--- src/rtl/cat_scene_pkg.sv ---
// ============================================================================
// Module : cat_scene_pkg
// Brief  : Shared encodings for the cat scene sequencer (arm pose, mode, FSM).
// Rev    : 1.0  initial release
// ============================================================================
`default_nettype none

package cat_scene_pkg;

    typedef enum logic [1:0] {
        ARM_REST = 2'd0,
        ARM_UP   = 2'd1,
        ARM_DOWN = 2'd2
    } arm_state_t;

    typedef enum logic [1:0] {
        MODE_STILL     = 2'd0,
        MODE_WAVE      = 2'd1,
        MODE_WALK      = 2'd2,
        MODE_WAVE_WALK = 2'd3
    } scene_mode_t;

    function automatic logic mode_waves(input scene_mode_t m);
        return (m == MODE_WAVE) || (m == MODE_WAVE_WALK);
    endfunction

    function automatic logic mode_walks(input scene_mode_t m);
        return (m == MODE_WALK) || (m == MODE_WAVE_WALK);
    endfunction

    // Waving alternates UP/DOWN after leaving REST; any non-waving mode parks the arm.
    function automatic arm_state_t arm_next(input arm_state_t cur, input scene_mode_t m);
        if (!mode_waves(m)) begin
            return ARM_REST;
        end
        return (cur == ARM_UP) ? ARM_DOWN : ARM_UP;
    endfunction

endpackage

`default_nettype wire

--- src/rtl/frame_step_div.sv ---
// ============================================================================
// Module : frame_step_div
// Brief  : Frame-tick rising-edge detector and programmable step divider.
// Rev    : 1.0  initial release
// ============================================================================
`default_nettype none

module frame_step_div (
    input  logic       clk,
    input  logic       rst_n,
    input  logic       frame_tick,
    input  logic       pause,
    input  logic [2:0] speed,
    output logic       frame_evt,
    output logic       step
);

    logic       r_tick_d;
    logic       r_live;
    logic [2:0] r_div;
    logic       w_rise;

    // r_live masks the first cycle after reset so a tick already high at release is not an edge.
    assign w_rise    = frame_tick & ~r_tick_d & r_live;
    assign frame_evt = w_rise & ~pause;
    assign step      = frame_evt & (speed <= r_div);

    always_ff @(posedge clk or negedge rst_n) begin
        if (!rst_n) begin
            r_tick_d <= 1'b0;
            r_live   <= 1'b0;
            r_div    <= 3'd0;
        end else begin
            r_tick_d <= frame_tick;
            r_live   <= 1'b1;
            if (frame_evt) begin
                r_div <= step ? 3'd0 : r_div + 3'd1;
            end
        end
    end

endmodule

`default_nettype wire

--- src/rtl/cat_scene_sequencer.sv ---
// ============================================================================
// Module : cat_scene_sequencer
// Brief  : Per-frame cat sprite animation: arm wave FSM, walk offset, blink.
//          Blink logic present only when CAT_SCENE_BLINK_EN is defined.
// Rev    : 1.0  initial release
// ============================================================================
`default_nettype none

module cat_scene_sequencer
    import cat_scene_pkg::*;
#(
    parameter int X_MAX        = 127,
    parameter int BLINK_PERIOD = 60,
    parameter int BLINK_LEN    = 6
) (
    input  logic       clk,
    input  logic       rst_n,
    input  logic       frame_tick,
    input  logic [1:0] mode,
    input  logic [2:0] speed,
    input  logic       pause,
    output logic [1:0] arm_pose,
    output logic       eyes_open,
    output logic [7:0] x_off
);

    localparam logic [7:0] c_X_MAX    = 8'(X_MAX);
    localparam logic [7:0] c_X_MAX_M1 = 8'(X_MAX - 1);

    logic        w_frame_evt;
    logic        w_step;
    scene_mode_t w_mode;
    scene_mode_t r_mode;
    arm_state_t  r_arm;
    logic [7:0]  r_x;
    logic        r_dir_left;

    frame_step_div u_div (
        .clk        (clk),
        .rst_n      (rst_n),
        .frame_tick (frame_tick),
        .pause      (pause),
        .speed      (speed),
        .frame_evt  (w_frame_evt),
        .step       (w_step)
    );

    // The live input governs the event being evaluated; r_mode keeps the last sampled value.
    assign w_mode = w_frame_evt ? scene_mode_t'(mode) : r_mode;

    always_ff @(posedge clk or negedge rst_n) begin
        if (!rst_n) begin
            r_mode     <= MODE_STILL;
            r_arm      <= ARM_REST;
            r_x        <= 8'd0;
            r_dir_left <= 1'b0;
        end else if (w_frame_evt) begin
            r_mode <= w_mode;
            if (w_step) begin
                r_arm <= arm_next(r_arm, w_mode);
                if (mode_walks(w_mode)) begin
                    if (r_dir_left) begin
                        if (r_x == 8'd0) begin
                            r_dir_left <= 1'b0;
                            r_x        <= 8'd1;
                        end else begin
                            r_x <= r_x - 8'd1;
                        end
                    end else begin
                        if (r_x == c_X_MAX) begin
                            r_dir_left <= 1'b1;
                            r_x        <= c_X_MAX_M1;
                        end else begin
                            r_x <= r_x + 8'd1;
                        end
                    end
                end
            end
        end
    end

    assign arm_pose = r_arm;
    assign x_off    = r_x;

`ifdef CAT_SCENE_BLINK_EN
    localparam int                c_BW    = (BLINK_PERIOD > 2) ? $clog2(BLINK_PERIOD) : 1;
    localparam logic [c_BW-1:0]   c_LAST  = c_BW'(BLINK_PERIOD - 1);
    localparam logic [c_BW-1:0]   c_CLOSE = c_BW'(BLINK_PERIOD - BLINK_LEN);

    logic [c_BW-1:0] r_blink;
    logic            r_eyes;

    // Eye state follows the counter phase seen at the event, before it advances.
    always_ff @(posedge clk or negedge rst_n) begin
        if (!rst_n) begin
            r_blink <= '0;
            r_eyes  <= 1'b1;
        end else if (w_frame_evt) begin
            r_eyes  <= (r_blink < c_CLOSE);
            r_blink <= (r_blink == c_LAST) ? '0 : r_blink + 1'b1;
        end
    end

    assign eyes_open = r_eyes;
`else
    assign eyes_open = 1'b1;
`endif

endmodule

`default_nettype wire

--- config.mk ---
export PLATFORM = sky130hd
export DESIGN_NAME = cat_scene_sequencer
export DESIGN_NICKNAME = d
export VERILOG_FILES = /design/src/rtl/cat_scene_pkg.sv /design/src/rtl/frame_step_div.sv /design/src/rtl/cat_scene_sequencer.sv
export SDC_FILE = /design/constraint.sdc
export NUM_CORES = 1
export LEC_CHECK = 0
export ABC_AREA = 1
export ABC_CLOCK_PERIOD_IN_PS = 1620
export BUFFER_PORTS_ARGS = -buffer_cell sky130_fd_sc_hd__buf_2
export CAP_MARGIN = 20
export CORE_MARGIN = 2
export CORE_UTILIZATION = 52
export CTS_BUF_LIST = sky130_fd_sc_hd__clkbuf_4 sky130_fd_sc_hd__clkbuf_8
export CTS_CLUSTER_SIZE = 10
export DETAILED_ROUTE_END_ITERATION = 7
export PLACE_DENSITY = 0.87
export SLEW_MARGIN = 20
export SYNTH_ARGS = -nofsm -noshare
export SYNTH_HDL_FRONTEND = slang
export SYNTH_HIERARCHICAL = 1
export SYNTH_SLANG_ARGS = --single-unit
--- constraint.sdc ---
create_clock -name clk -period 1.62 [get_ports clk]
set_input_delay 0.243 -clock clk [delete_from_list [all_inputs] [get_ports clk]]
set_output_delay 0.243 -clock clk [all_outputs]
set_load 0.03 [all_outputs]
# Word level (Yosys, flattened, before mapping)
# Cells that the tools add are included.
[word_totals] register_bits=18 latch_bits=0 mem_bits_rw=0 romBits=0 in_bits=9 out_inout_bits=11 wordCells=41 n_memories=0
[classes] addsub=3 mul=0 n_div=0 n_lt_le_gt_ge=1 n_eq_ne=5 n_shift=0 muxes=14 n_bitwise=6 reduce_logical=5
[op_table] operator="two-way mux 8 bit" count=3
[op_table] operator="adder 8 x 1 -> 8 bit, second input constant" count=1
[op_table] operator="== test 8 x 7 -> 1 bit, second input constant" count=1
[op_table] operator="zero test 8 bit" count=1
[op_table] operator="two-way mux 2 bit" count=4
[op_table] operator="subtractor 8 x 1 -> 8 bit, second input constant" count=1
[op_table] operator="two-way mux 1 bit" count=6
[op_table] operator="AND 1 bit" count=4
[op_table] operator="== test 2 x 1 -> 1 bit, second input constant" count=2
[op_table] operator="== test 2 bit, second input constant" count=2
[op_table] operator="adder 3 x 1 -> 3 bit, second input constant" count=1
[op_table] operator="<= comparator 3 bit" count=1
[op_table] operator="two-way mux 3 bit" count=1
[op_table] operator="AND reduction 3 bit" count=1
[op_table] operator="logical OR 1 bit" count=2
[op_table] operator="NOT 1 bit" count=2
[op_table] operator="AND reduction 2 bit" count=1

# Longest topological paths before layout
# Gate-level depths: netlist of run 1.
[depth] word_depth=11 ltp_mapped=13 mapped_depth_nobuf=13

# By module
# The synthesis of run 1 kept the hierarchy.
[by_module_without_submodules] mod="cat_scene_sequencer" instances=1 cells_per_inst=148 area_each_um2=938.4 seq_area_each_um2=300.3
[by_module_without_submodules] mod="frame_step_div" instances=1 cells_per_inst=39 area_each_um2=327.8 seq_area_each_um2=125.1

# Worst setup path after synthesis of run 1
# OpenSTA, ideal clock, no wires.
[synth_timing] path_type="flip-flop to flip-flop" from="reg u_div.r_div[2]" to="reg r_x[2] (netlist: x_off[2])" setup_ns=0.118 arrival_time_ns=1.655 t_required_ns=1.502 setup_slack_ns=-0.153 path_stages_with_launch=13 path_buffers=0 synth_period_minus_slack_ns=1.773 cell_sequence="dfrtp_1 -> inv_1 -> ha_1 -> a21oi_1 -> nand2_2 -> a21oi_2 -> nand2_1 -> nor2_1 -> inv_1 -> nor2_1 -> o21ai_0 -> nand2_1 -> nand2_1"
[synth_between] elab_chain_len=3
[synth_lines] item="from (decl)" line="frame_step_div.sv:20" text="logic [2:0] r_div;"
[synth_lines] item="from (signal assigned)" line="frame_step_div.sv:37" text="r_div <= step ? 3'd0 : r_div + 3'd1;"
[synth_lines] item="<= comparator 3 bit" line="frame_step_div.sv:26" text="assign step = frame_evt & (speed <= r_div);"
[synth_lines] item="AND 1 bit" line="frame_step_div.sv:26"
[synth_lines] item="named net w_step" line="cat_scene_sequencer.sv:31" text="logic w_step;"
[synth_lines] item="AND reduction 3 bit (no source line)"
[synth_lines] item="to (signal assigned)" line="cat_scene_sequencer.sv:67" text="r_x <= r_x - 8'd1;"
[synth_lines] item="to (signal assigned)" line="cat_scene_sequencer.sv:72" text="r_x <= c_X_MAX_M1;"
[synth_lines] item="to (signal assigned)" line="cat_scene_sequencer.sv:74" text="r_x <= r_x + 8'd1;"
[synth_lines] item="to (decl)" line="cat_scene_sequencer.sv:35" text="logic [7:0] r_x;"
# The timed path passes the listed nets, and every way through them passes these cells.
# A chain may end at the register's enable or synchronous reset.

# Final worst setup path of run 1
[layout_timing] from="reg u_div.r_div[2]" to="reg r_x[1] (netlist: x_off[1])"
# The elaborated chain is that of the path after synthesis.

==> metrics, run 1 <==
routability-driven placement congestion ratio=roughly 0.9; first-pass GRT wire length=between 5000 and 6000 um; cell area after synthesis=around 1300 um2; Final Slew Violations=0; share of layout cells above drive strength 1=between 30% and 40%; pwr/cell area=approximately 700 nW/um2; CTS tree=yes; Final Cycle Share=107%; share of synthesized registers carrying an async set or reset=100%; Synth Area per Inst=6.77 um2; leading post-synthesis cells by cell area=dfrtp_1 (34%), nand2_1 (19%), inv_1 (7.1%); Post-Route M1 WL=1340 um; status=finished with violations; Critical Path Slowest Stage Cell=dfrtp_1; DR top layer=met4; met2 WL=around 1500 um; Synth area leader=dfrtp_1; Setup TNS Final=-0.537 ns; final global-route overflow total=0; critical path capture point=x_off[1]$_DFFE_PN0P_; routed length on met3=210 um; number of flops mapped to enable cells by yosys=0; max-cap viol count=0; port bufs=18; diodes inserted=0; number of global-route vias before repair=1153; core box area=2250 um2; clock sink count=17; dpl ws=-0.0419 ns; Ports=20; most frequent cell after synthesis=nand2_1; hold crit path type=primary input to register; Clock Root Buffer=clkbuf_4; synthesis-to-layout area growth=28.1%; total nets after synthesis=a little over 200; initial antenna violation count=0; Die Y=between 50 and 60 um; CTS H-tree lvls=1; Setup Skew=between 0.0009 and 0.001 ns; Post-synth top cells=nand2_1 (64), inv_1 (24), dfrtp_1 (17), nor2_1 (17), nand3_1 (13); Total GRT Usage=25.0%; DR pass1 iterations=4; Syn. warnings=6; final worst slack=-0.113 ns; worst endpoint required time=approximately 1.8 ns; reg2reg setup slack=-0.11 ns; fmax=577 MHz; clock latency at the later pin of the worst-skew pair=roughly 0.29 ns; die area=2850 um2; multi-input logic area=~770 um2; nets=~240; WL final=3060 um; DP Wirelength=2200 um; DR WL/cell=~12 um; clock buffer depth=2; Leak=approximately 0.88 nW; Core Rows=17; Data arrival, critical path=between 1.5 and 2 ns; Reg2Reg Capture Point=x_off[1]$_DFFE_PN0P_; crit-path max cell delay=about 0.40 ns; largest net degree at the start of global routing=18; worst-path cell chain=inv_2 -> ha_4 -> a21oi_2 -> nand2_2 -> a21oi_2 -> nand2_2 -> nor2_4 -> buf_4 -> buf_6 -> buf_4 -> o21ai_2; Yosys reg bits=17; CP startpoint kind=register; setup violators final=10; Synth top area share=between 30% and 40%; endpoint type of the worst setup path=register; reg-to-reg startpoint=u_div/r_div[2]$_DFFE_PN0P_; antenna viol nets, final=0; Main synth FF type=dfrtp_1; Fill cells=182; Seq/Total Area, Yosys=between 30% and 40%; die width=around 53 um; clock slew at reported path FFs=roughly 0.09 ns; Post-route DRC=0; Via Count=~1300; Final Hold Vio Count=0; worst setup path startpoint=u_div/r_div[2]$_DFFE_PN0P_; First DRT Iteration DRCs=between 40 and 50; worst vdd rail ir drop=0.739 mV; Reg area=roughly 430 um2; Vias/cell=~5.2; RSZ-0062 raised after global routing=yes; Synth Instances=about 190; crit path kind=register to register; Final min period=approximately 1.7 ns; Synth cell types=24; R2R depth=11; Critical Path Fanout Max=6; initial core utilization=a little under three fifths; TritonCTS buffer count=3; failing checks=negative setup slack
-- kinds of logic after synthesis --
family	after synthesis	synth area share, %
AOI/OAI and AO/OA	16	7.41
and+or+nand+nor	115	41.6
buffers and inverters	30	9.88
DFF	17	33.6
other	2	0.593
adders and majority gates	7	6.92
-- cell usage in the layout (no fill, tap or decap) --
| master | instances |
|---|---|
| nand2_1 | 61 |
| inv_1 | 21 |
| buf_2 | 18 |
| dfrtp_1 | 17 |
| nor2_1 | 14 |
| buf_4 | 13 |
| nand3_1 | 11 |
| nand2_2 | 8 |
| nor2_2 | 7 |
| nand4_1 | 7 |
| ha_1 | 6 |
| buf_6 | 6 |
| o21ai_0 | 5 |
| inv_2 | 5 |
| nand3_2 | 4 |
| clkbuf_4 | 4 |
| o21ai_1 | 3 |
| nor2_4 | 2 |
| a21oi_1 | 2 |
| conb_1 | 2 |
| a21oi_2 | 2 |
| o211ai_1 | 1 |
| o21ai_2 | 1 |
| o22ai_2 | 1 |
| a211oi_1 | 1 |
| dlygate4sd3_1 | 1 |
| nor2_8 | 1 |
| ha_4 | 1 |
-- worst max-delay path: cells and delay by family (launching register included) --
family / cells / cell delay, ns
compound gates: 3 / 0.31
fa+ha+maj: 1 / 0.20
flops: 1 / 0.40
simple gates: 3 / 0.29
buf+inv: 4 / 0.43
-- flip-flops by register name, indices dropped and copies added (netlist names) --
name,cells
u_div/r_tick_d,1
arm_pose,2
u_div/r_div,3
r_dir_left,1
x_off,8
r_mode,1
u_div/r_live,1
-- report_power, final --
group,switching (mW),total (mW),internal (mW)
Combinational,0.209,0.406,0.197
Sequential,0.0227,0.484,0.461
Clock,0.126,0.239,0.113
Total,0.358,1.13,0.771
-- cell type report --
type,instances,area share (%)
Clock buffer,4,1.85
Inverter,26,6.02
Multi-Input combinational cell,140,47.4
Sequential cell,17,26.2
Tap cell,28,2.16
Timing Repair Buffer,38,16.4
-- per-stage QoR --
stage	hold slack, ns	utilization [%]	instances	power (mW)	area, um2
CTS	0.0729	69.0	249	1.10	1560
global route	0.0664	71.9	253	1.20	1620
floorplan	-0.0526	-	187	0.685	1300
finish	0.0779	71.9	253	1.13	1620
detailed placement	0.179	65.9	241	0.820	1490
global placement	0.178	65.9	241	0.791	1490
-- timing repair --
| action | in CTS | in global routing |
|---|---|---|
| hold buffers | 1 | 0 |
| resized for setup | 3 | 12 |
| buffers inserted | 3 | 6 |
| endpoints found under the hold margin | 17 | 0 |
| setup endpoints to repair | 6 | 14 |
| pin swaps | 2 | 3 |
-- routing by layer --
| metal | up-vias | track usage, % |
|---|---|---|
| met4 | 0 | 10.3 |
| met1 | 596 | 32.7 |
| met3 | 4 | 5.37 |
| met5 | - | 0 |
| li1 | 662 | - |
| met2 | 52 | 39.3 |
-- worst min-delay path by stage --
| stage | start | end | slack, ns | cells past startpoint |
|---|---|---|---|---|
| final | frame_tick | u_div/r_tick_d$_DFF_PN0_ | 0.08 | 1 |
| after global routing | frame_tick | u_div/r_tick_d$_DFF_PN0_ | 0.07 | 1 |
| after CTS | frame_tick | u_div/r_tick_d$_DFF_PN0_ | 0.07 | 1 |
| after detailed placement | rst_n | u_div/r_div[2]$_DFFE_PN0P_ | 0.18 | 1 |
| after global placement | rst_n | r_mode[0]$_DFFE_PN0P_ | 0.18 | 1 |
| after floorplan | rst_n | arm_pose[0]$_DFFE_PN0P_ | -0.05 | 0 |
No activity file was read; power rests on OpenSTA's default activity.
==> run 2: changes to the inputs <==
Settings changed: CORE_UTILIZATION 52 to 28, CTS_CLUSTER_SIZE 10 to 16, PLACE_DENSITY 0.87 to 0.57.
==> run 2 against run 1 <==
Cell count up 9.5%. Utilization down 34 points. Sequential power hardly changed. Global-route usage fell by 12 points. The flow still finishes with violations (negative setup slack). Register-to-register slack about the same. Power rose by 2.5%. Clock-buffer cell count is the same. Largest cell class unchanged.
==> metrics, run 2 (synthesis gave the netlist of run 1 again) <==
status=finished with violations; failing checks=negative setup slack; gr busiest metal=met2; largest net degree at the start of global routing=18; setup violators final=7; Fill cells=around 470; worst endpoint required time=approximately 1.8 ns; initial antenna violation count=0; crit path kind=register to register; worst setup path startpoint=u_div/r_div[2]$_DFFE_PN0P_; Vias/cell=approximately 4.5; Via Count=1260; share of layout cells above drive strength 1=roughly a third; CP startpoint kind=register; die area=between 5000 and 6000 um2; port bufs=18; post-place instance area=between 1500 and 2000 um2; commonest non-fill, non-tap cell in the layout=nand2_1; pwr/cell area=approximately 700 nW/um2; fmax=578 MHz; core box area=4350 um2; clock power share=29.8%; grt met3 use=approximately 2.1%; reg2reg setup slack=-0.11 ns; nets=around 240; endpoint type of the worst setup path=register; Critical Path Fanout Max=6; clock sink count=17; routability-driven placement congestion ratio=roughly 0.82; number of global-route vias before repair=between 1000 and 1500; most frequent cells in the layout=nand2_1 (61), inv_1 (21), buf_4 (19), buf_2 (18), dfrtp_1 (17); RSZ-0062 raised after global routing=yes; reg-to-reg startpoint=u_div/r_div[2]$_DFFE_PN0P_; net load switching power=around 0.35 mW; clock slew at reported path FFs=about 0.07 ns; diodes inserted=0; Final Slew Violations=0; Reg2Reg Capture Point=x_off[2]$_DFFE_PN0P_; Post-Route Utilization=37.8%; max FFs per register=8; GR Util met2=between 20% and 30%; DR pass1 iterations=4; clock latency at the later pin of the worst-skew pair=between 0.2 and 0.3 ns; DR WL/cell=~11 um; Leak=0.877 nW; R2R depth=12; Post-route DRC=0; hold crit path type=primary input to register; initial core utilization=roughly 29%; cell area after layout=approximately 1600 um2; Sw Share=a little under a third; final global-route overflow total=0; max-cap viol count=0; Setup Skew=0.00414 ns; WL final=3100 um; Core Rows=24; dpl ws=-0.0575 ns; TritonCTS buffer count=3; combinational share of power=between 20% and 30%; final worst slack=-0.110 ns; clock buffer depth=2; P_int=slightly above 0.8 mW; die width=71.2 um; Ports=20; Die Y=a little over 70 um; Final Hold Vio Count=0; antenna viol nets, final=0; Final min period=roughly 1.7 ns; CTS tree=yes; Flop pwr share=about two fifths; Hold WS=between 0.1 and 0.15 ns; DP Wirelength=2420 um; critical path capture point=x_off[2]$_DFFE_PN0P_; met1 GRT Util=between 15 and 20%; CTS H-tree lvls=1; first-pass GRT wire length=around 5400 um; synthesis-to-layout area growth=29.8%; Final Cycle Share=107%; Total GRT Usage=approximately an eighth; Clock Root Buffer=clkbuf_8; Setup TNS Final=-0.363 ns; Data arrival, critical path=1.88 ns; First DRT Iteration DRCs=56; worst vdd rail ir drop=0.275 mV
## run 2: critical path: stages (launching register included)
cell     delay [ns]
dfrtp_1        0.39
inv_2          0.07
ha_4           0.21
a21oi_2        0.13
nand2_2        0.07
a21oi_2        0.13
nand2_2        0.08
nor2_4         0.17
inv_4          0.06
nor2_1         0.11
o21ai_1        0.09
nand2_1        0.06
nand2_1        0.05
## run 2: cell type report
class,count,area (um2),share of cell area [%]
Multi-Input combinational cell,140,762,46.3
Sequential cell,17,425,25.9
Timing Repair Buffer,38,243,14.8
Inverter,26,100,6.09
Tap cell,52,65.1,3.96
Clock buffer,4,48.8,2.97
## run 2: through the flow
stage | power [mW] | cells
2_1_floorplan | 0.685 | 187
3_3_place_gp | 0.799 | 269
3_5_place_dp | 0.808 | 269
4_1_cts | 1.17 | 276
5_1_grt | 1.25 | 277
6_report | 1.16 | 277
## run 2: worst min-delay path by stage
stage	start	to	slack (ns)	cells past startpoint
floorplan	rst_n	arm_pose[0]$_DFFE_PN0P_	-0.05	0
global placement	rst_n	arm_pose[0]$_DFFE_PN0P_	0.21	1
detailed placement	rst_n	x_off[6]$_DFFE_PN0P_	0.21	1
CTS	frame_tick	u_div/r_tick_d$_DFF_PN0_	0.11	1
global route	frame_tick	u_div/r_tick_d$_DFF_PN0_	0.11	1
finish	frame_tick	u_div/r_tick_d$_DFF_PN0_	0.12	1
## run 2: power by group through the flow
stage	clock (mW)	sequential, mW	combinational (mW)
after CTS	0.353	0.484	0.330
after global routing	0.382	0.488	0.375
after global placement	0	0.490	0.309
final	0.344	0.484	0.328
after detailed placement	0	0.492	0.316
after floorplan	0	0.512	0.173
## run 2: routing by layer
metal	share of wire [%]	up-vias
met4	1.4	0
li1	-	656
met3	4.2	5
met5	0	-
met2	48	29
met1	47	570
## run 2: what timing repair did
item	CTS	global route
endpoints found under the setup margin	7	11
setup buffers	2	2
hold buffers	1	0
endpoints found under the hold margin	17	0
pin swaps	2	4
gates resized for setup	1	8
